===== src/rtl/pix_downsample_2x2.sv =====
// pix_downsample_2x2: streaming 2x2 box-filter down-sampler.
// Raster-order pixels in, one averaged pixel per 2x2 block out, valid/ready on
// both sides. com_over pulses for one cycle when a frame has fully drained.
// Optional macro DS_ROUND_EN: round half up instead of truncating the average.
module pix_downsample_2x2 #(
  parameter int PIX_W = 8,
  parameter int IMG_W = 256,
  parameter int IMG_H = 256
) (
  input  logic             clk,
  input  logic             rst,
  input  logic             start,
  input  logic             in_valid,
  output logic             in_ready,
  input  logic [PIX_W-1:0] in_pixel,
  output logic             out_valid,
  input  logic             out_ready,
  output logic [PIX_W-1:0] out_pixel,
  output logic             busy,
  output logic             com_over
);

  localparam int CW   = (IMG_W > 2) ? $clog2(IMG_W) : 1;
  localparam int RW   = (IMG_H > 2) ? $clog2(IMG_H) : 1;
  localparam int LB_N = IMG_W / 2;
  localparam int AW   = (LB_N > 1) ? $clog2(LB_N) : 1;

  typedef enum logic [1:0] {IDLE, RUN, DRAIN} state_t;

  state_t           state;
  logic [CW-1:0]    col;
  logic [RW-1:0]    row;
  logic [PIX_W-1:0] h_reg;
  logic [PIX_W:0]   lbuf [LB_N];

  logic             in_xfer;
  logic             out_xfer;
  logic             col_last;
  logic             row_last;
  logic             col_odd;
  logic             row_odd;
  logic [AW-1:0]    lb_addr;
  logic [PIX_W:0]   hsum;
  logic [PIX_W:0]   lb_rd;
  logic [PIX_W+1:0] total;
  logic [PIX_W+1:0] total_adj;

  // Handshakes: input accepted only in RUN and only when the output slot frees up
  always_comb begin
    in_ready = (state == RUN) && (!out_valid || out_ready);
    in_xfer  = in_valid && in_ready;
    out_xfer = out_valid && out_ready;
    busy     = (state != IDLE);
  end

  // Position decode and the horizontal/vertical sums
  always_comb begin
    col_last = (col == CW'(IMG_W - 1));
    row_last = (row == RW'(IMG_H - 1));
    col_odd  = col[0];
    row_odd  = row[0];
    lb_addr  = AW'(col >> 1);
    hsum     = {1'b0, h_reg} + {1'b0, in_pixel};
    lb_rd    = lbuf[lb_addr];
    total    = {1'b0, lb_rd} + {1'b0, hsum};
`ifdef DS_ROUND_EN
    total_adj = total + {{PIX_W{1'b0}}, 2'b10};
`else
    total_adj = total;
`endif
  end

  // Line buffer: even rows store horizontal pair sums for the odd row below.
  // No reset needed: every even row rewrites an entry before its odd row reads it.
  always_ff @(posedge clk) begin
    if (in_xfer && col_odd && !row_odd) begin
      lbuf[lb_addr] <= hsum;
    end
  end

  // Control FSM, counters, horizontal register and registered output stage
  always_ff @(posedge clk or negedge rst) begin
    if (!rst) begin
      state     <= IDLE;
      col       <= '0;
      row       <= '0;
      h_reg     <= '0;
      out_valid <= 1'b0;
      out_pixel <= '0;
      com_over  <= 1'b0;
    end else begin
      com_over <= 1'b0;

      // A fresh result takes priority so a same-cycle transfer leaves no bubble
      if (in_xfer && col_odd && row_odd) begin
        out_valid <= 1'b1;
        out_pixel <= PIX_W'(total_adj >> 2);
      end else if (out_xfer) begin
        out_valid <= 1'b0;
      end

      if (in_xfer && !col_odd) begin
        h_reg <= in_pixel;
      end

      case (state)
        IDLE: begin
          if (start) begin
            state <= RUN;
            col   <= '0;
            row   <= '0;
          end
        end
        RUN: begin
          if (in_xfer) begin
            if (col_last) begin
              col <= '0;
              if (row_last) begin
                row   <= '0;
                state <= DRAIN;
              end else begin
                row <= row + 1'b1;
              end
            end else begin
              col <= col + 1'b1;
            end
          end
        end
        DRAIN: begin
          // Only the final block's result can be pending here
          if (out_xfer) begin
            state    <= IDLE;
            com_over <= 1'b1;
            col      <= '0;
            row      <= '0;
          end
        end
        default: state <= IDLE;
      endcase
    end
  end

endmodule


===== config.mk =====
export PLATFORM = sky130hd
export DESIGN_NAME = pix_downsample_2x2
export DESIGN_NICKNAME = d
export VERILOG_FILES = /design/src/rtl/pix_downsample_2x2.sv
export SDC_FILE = /design/constraint.sdc
export NUM_CORES = 1
export LEC_CHECK = 0
export ABC_CLOCK_PERIOD_IN_PS = 6800
export BUFFER_PORTS_ARGS = -buffer_cell sky130_fd_sc_hd__buf_2
export CORE_UTILIZATION = 30
export CTS_CLUSTER_DIAMETER = 30
export DETAILED_ROUTE_END_ITERATION = 8
export GPL_ROUTABILITY_DRIVEN = 0
export PLACE_DENSITY = 0.53
export SYNTH_ARGS = -nofsm -noshare
export SYNTH_HDL_FRONTEND = slang
export SYNTH_SLANG_ARGS = --single-unit

===== constraint.sdc =====
create_clock -name clk -period 6.8 [get_ports clk]
set_clock_uncertainty 0.05 [all_clocks]
set_input_delay 0.68 -clock clk [delete_from_list [all_inputs] [get_ports clk]]
set_output_delay 0.68 -clock clk [all_outputs]
set_load 0.02 [all_outputs]

* After elaboration in Yosys (flattened, before gate mapping)
Memory sizes are Yosys's and may differ from the RTL's.
Cells that the tools add are included.
** Cells by class
- Add/sub/neg operators :: 4
- Muxes and demuxes :: 21
- Eq/ne operators :: 9
- Reductions and logical operators :: 18
** Operators with widths (count)
- two-way mux 8 bit :: 7
- one-hot mux 8 bit (3 select lines) :: 2
- adder 8 x 1 -> 8 bit (second input constant) :: 2
- equality test 8 bit (second input constant) :: 2
- adder 9 x 9 -> 10 bit :: 1
- two-way mux 2 bit :: 5
- inequality test 2 bit (second input constant) :: 5
- AND reduction 5 bit :: 2
- adder 8 x 8 -> 9 bit :: 1
- logical AND 1 bit :: 7
- two-way mux 1 bit :: 6
- one-hot mux 2 bit (3 select lines) :: 1
- AND reduction 4 bit :: 1
- nonzero test 2 bit :: 2
- zero test 1 bit :: 3
- nonzero test 3 bit :: 1
- equality test 2 x 1 -> 1 bit (second input constant) :: 1
- equality test 2 bit (second input constant) :: 1
- zero test 2 bit :: 1
- logical OR 1 bit :: 1
** Storage, ports and cells
- Input bits :: 13
- Bits in registers :: 36
- Memories kept :: 1
- Bits in writable memories :: 1152
** Memory list
- lbuf :: depth 128, width 9, rd ports 1, clocked after memory_dff 0, write ports 1, line 34 : logic [PIX_W:0] lbuf [LB_N];

* Longest topological paths before layout
- Depth after elaboration :: 8
- Gate-level depth with buffers :: 21
- Gate-level depth less buffers :: 16

* Worst setup path after synthesis
OpenSTA, ideal clock, no wires.
- Path kind :: input-to-reg
- From :: input in_pixel[0]
- To :: register out_pixel[6]
- Setup time :: 0.131 ns
- Path slack :: -0.394 ns
- Required time :: 6.619 ns
- Arrival time :: 7.012 ns
- Stages on the path :: 15
- Path buffers :: 0
- Cells stage by stage :: ha_1 -> inv_1 -> fa_1 -> inv_1 -> a21oi_1 -> o21bai_1 -> a21oi_1 -> nor2_1 -> nor2_1 -> xnor2_1 -> ha_1 -> nand3_1 -> a21oi_2 -> o31a_1 -> or3_1
** On the way
- Word-level cells in the longest chain between the ends :: 2
** Ends and longest elaborated chain
- from (decl) :: line 15 : input logic [PIX_W-1:0] in_pixel,
- adder 8 x 8 -> 9 bit :: line 63 : hsum = {1'b0, h_reg} + {1'b0, in_pixel};
- via hsum[6] :: line 43 : logic [PIX_W:0] hsum;
- adder 9 x 9 -> 10 bit :: line 65 : total = {1'b0, lb_rd} + {1'b0, hsum};
- to (signal assigned) :: line 97 : out_pixel <= PIX_W'(total_adj >> 2);
- to (decl) :: line 18 : output logic [PIX_W-1:0] out_pixel,
The timed path passes the listed nets, and every way through them passes these cells.
A chain may end at the register's enable or synchronous reset.

* Worst setup path after layout
- From :: register col[3]
- To :: register out_pixel[6]
** On the way
- Word-level cells in the longest chain between the ends :: 2
** Ends and longest elaborated chain
- from (decl) :: line 31 : logic [CW-1:0] col;
- from (signal assigned) :: line 125 : col <= col + 1'b1;
- memory read (128 x 9 bit)
- adder 9 x 9 -> 10 bit :: line 65
No other way between the ends.

==> impl_results.rst <==
.. list-table::
   :header-rows: 1

   * - Metric
     - Value
   * - Lkg Pwr
     - 17.9 nW
   * - Total Nets Final
     - around 2.8k
   * - Summed instance area of the synthesized netlist
     - 0.0449 sq mm
   * - Critical-path maximum fanout
     - 14
   * - Worst Setup Slack, final
     - 1.47 ns
   * - Result of the run
     - finished clean
   * - Initial antenna violation count
     - 0
   * - Total Negative Setup Slacks
     - 0 ns
   * - Top FF cell, synth
     - edfxtp_1
   * - Insertion delay to the later sink of the worst-skew pair
     - between 0.8 and 0.9 ns
   * - Antenna cell count
     - 0
   * - Total via count after detailed routing
     - ~27k
   * - DRT Wirelength
     - ~140 mm
   * - Part of the Yosys area used for sequential elements
     - 0.790
   * - Area enclosed by the die boundary
     - around 0.15 sq mm
   * - Most instantiated cells after synthesis
     - 1152 x edfxtp_1, 346 x a22oi_1, 172 x nor2_1, 78 x a221oi_1, 78 x buf_2
   * - Number of violations of the max-capacitance limit
     - 0
   * - Row cnt
     - around 140
   * - Area of combinational cells with multiple inputs
     - roughly 0.0087 sq mm
   * - Post-place setup slack
     - 1.70 ns
   * - Vertical die dimension
     - just under 400 um
   * - Area of the core
     - around 0.15 sq mm
   * - Total of endpoints with negative setup slack in the final report
     - 0
   * - Flop and latch count out of synthesis
     - 1188
   * - CTS Buf Count
     - 228
   * - Largest net degree at the start of global routing
     - roughly 130
   * - Total chip power
     - between 20 and 25 mW
   * - Total of cells resized after clock tree synthesis
     - 0
   * - Launching element type of the critical path
     - register
   * - Worst hold-check path type
     - in2reg
   * - Io pins
     - 25
   * - Relative slew slack
     - 0.140
   * - Total power divided by cell area
     - between 300 and 400 mW/mm^2
   * - Hold slack
     - ~0.066 ns
   * - Die Span X
     - 389 um
   * - Detail Route Antenna Nets
     - 0
   * - Required time of the critical path
     - 7.43 ns
   * - WL per Instance
     - between 20 and 30 um
   * - Critical Path Sink Type
     - register
   * - Distinct cells, synth
     - between 60 and 70
   * - CTS root buf
     - clkbuf_16
   * - Count of pins over their slew limit
     - 0
   * - Unrepaired setup endpoints after global routing
     - false
   * - Syn_area_per_cell
     - about 17 sq um
   * - Share of the clock period used by the worst path
     - 0.784
   * - Number of global-route vias before repair
     - 26.4k
   * - Synth-to-layout area growth
     - 24.2%
   * - Share of final-layout standard cells stronger than drive strength 1
     - 0.192
   * - CTS clock-pin slew for the worst setup and hold paths
     - 0.05 ns
   * - Cells on Worst Hold Path
     - 3
   * - Placed cell areas
     - 0.0479 sq mm
   * - Number of remaining DRC errors
     - 0
   * - GRT Resource Usage Total
     - 0.179
   * - Number of DRC violations after detailed-routing iteration 0
     - slightly above 3k
   * - Fmax achieved
     - 188 MHz
   * - Slew of the pin with the lowest slew margin
     - around 1.3 ns
   * - Post-CTS setup-driven buffer insertion count
     - 0
   * - Largest family of logic cells by synthesized area
     - compound AO/OA/AOI/OAI gates
   * - Worst supply voltage drop on vdd
     - between 0.2 and 0.3 mV
   * - Adder-cell share of the synthesized area
     - 0.00546
   * - Synthesized-area fraction occupied by and/or/nand/nor cells
     - 0.0380
   * - Fraction of synthesized area in multiplexers
     - 0.0260
   * - Initial Utilization
     - 0.303
   * - Sink count of the clock tree
     - roughly 1.2k
   * - Worst endpoint data arrival time
     - about 6.0 ns
   * - Via-per-instance ratio
     - around 5.4
   * - Clock tree from TritonCTS
     - built
   * - Clock period minus worst slack
     - roughly 5.3 ns
   * - Yosys Warn Count
     - 0
   * - Final count of hold timing violations
     - 0
   * - Largest area contributor in the netlist
     - edfxtp_1
   * - Hold-fix buffer count after cts
     - 1
   * - Wire length of the first global-routing pass
     - 196 mm
   * - Final non-filler cell area
     - 0.0558 sq mm
   * - Depth of the worst register-to-register path
     - 16
   * - Global route overflow
     - 0
   * - Main area contributors after synthesis
     - edfxtp_1 77%, a22oi_1 5.8%, dfrtp_1 2.0%
   * - XOR/XNOR Fraction of Synth Area
     - 0.00253
   * - # placed instances
     - around 4.5k
   * - Fraction of registers with async set/reset
     - 0.0303
   * - Number of synthesized flops with an enable pin
     - between 1k and 1.5k
   * - Complex-gate fraction of the synthesized area
     - 0.118
   * - DP HPWL
     - roughly 80 mm
   * - Most instantiated library cell after synthesis
     - edfxtp_1
   * - Mapped Cells
     - roughly 2.6k
   * - Biggest register
     - lbuf
   * - Nets in the synthesized netlist
     - 2623
   * - Number of search-and-repair iterations in the first detailed-routing pass
     - 6
   * - Fraction of the core area covered by cells at the end of the flow
     - 0.377
   * - Number of I/O port buffers
     - 24
   * - Path type of the worst setup path
     - reg2reg
   * - Finished Layout Cells
     - 4928
   * - H-tree depth
     - 4
   * - Max reg flops
     - around 1.2k
   * - CTS Buffer Depth
     - 3
   * - Area share of the largest cell type after synthesis
     - 0.770
   * - Area taken by flip-flops and latches
     - ~0.035 sq mm
   * - Number of filler cells placed in the layout
     - approximately 14k
worst max-delay path, cell delays in order (launching register included):
cell	delay [ns]
dfrtp_1	0.55
or2_1	0.49
nor2_4	0.73
buf_4	0.31
a22oi_1	0.10
nand4_1	0.20
a21oi_1	0.06
nor4_1	0.79
a21oi_1	0.16
o211ai_1	0.25
ha_1	0.26
and2_0	0.15
and3_1	0.19
o41ai_2	0.08
a21oi_2	0.16
o31a_1	0.31
or3_1	0.36
power breakdown:
part,internal (mW),leakage (nW),switching (mW)
sequential,8.33,11.0,0.00142
clock,7.37,3.79,3.93
combinational,0.0655,3.03,0.467
total,15.8,17.9,4.40
placed cells by master, fill, tap and decap left out, types with 7 or more instances in the layout:
cell        Yosys  final
a31oi_1        47     47
mux4_2          9      9
nor3_1         10     10
nand2_1        57     56
a22o_1         71     71
nand4_1        50     50
mux2_2         18     18
clkinv_16       0      7
clkinv_2        0     35
inv_6           0     20
o22ai_1        33     33
bufinv_16       0     30
a21oi_1        29     29
a22oi_1       346    346
clkinv_4        0     21
nor4_1         11     11
clkbuf_16       0    229
clkinv_1        1     31
o211ai_1        8      8
buf_4          11    111
edfxtp_1     1152   1152
ha_1           18     17
buf_2          78     24
inv_1          22     21
nand3_1        26     26
o21ai_0        33     33
and3_1          8      7
a221oi_1       78     78
a41oi_1        19     19
nor2_1        172    167
dfrtp_1        36     34
buf_12          0     11
clkinvlp_4      0     21
mux2i_1        75     75
clkbuf_1       54     23
metal layers:
layer,track usage,vias to the layer above,part of all wire
li1,-,11200,-
met1,0.245,13900,0.43
met2,0.277,1277,0.46
met3,0.0393,246,0.081
met4,0.0688,0,0.035
met5,0,-,0
logic make-up (layout without fill, tap and decap cells):
| logic type | count (synthesis) | after routing |
|---|---|---|
| xor+xnor | 13 | 13 |
| buf+inv | 190 | 597 |
| flops | 1188 | 1188 |
| compound gates | 710 | 710 |
| simple gates | 368 | 368 |
| mux | 103 | 103 |
| fa+ha+maj | 19 | 19 |
worst paths after layout:
path	from	end	slack, ns
min in group asynchronous	rst	h_reg[3]	0.52
min reg2reg	h_reg[4]	h_reg[4]	0.46
max in group asynchronous	rst	col[1]	5.41
min	out_ready	com_over	0.07
max	col[3]	out_pixel[6]	1.47
max reg2reg	col[3]	out_pixel[6]	1.47
layout make-up:
type,count,area share
clock inverters,173,0.0367
multi-input cells,1213,0.156
inverters,23,0.00159
flip-flops and latches,1188,0.636
well taps,1930,0.0433
repair buffers,147,0.0212
clock buffers,254,0.105
Power figures use the tool's default switching activity.
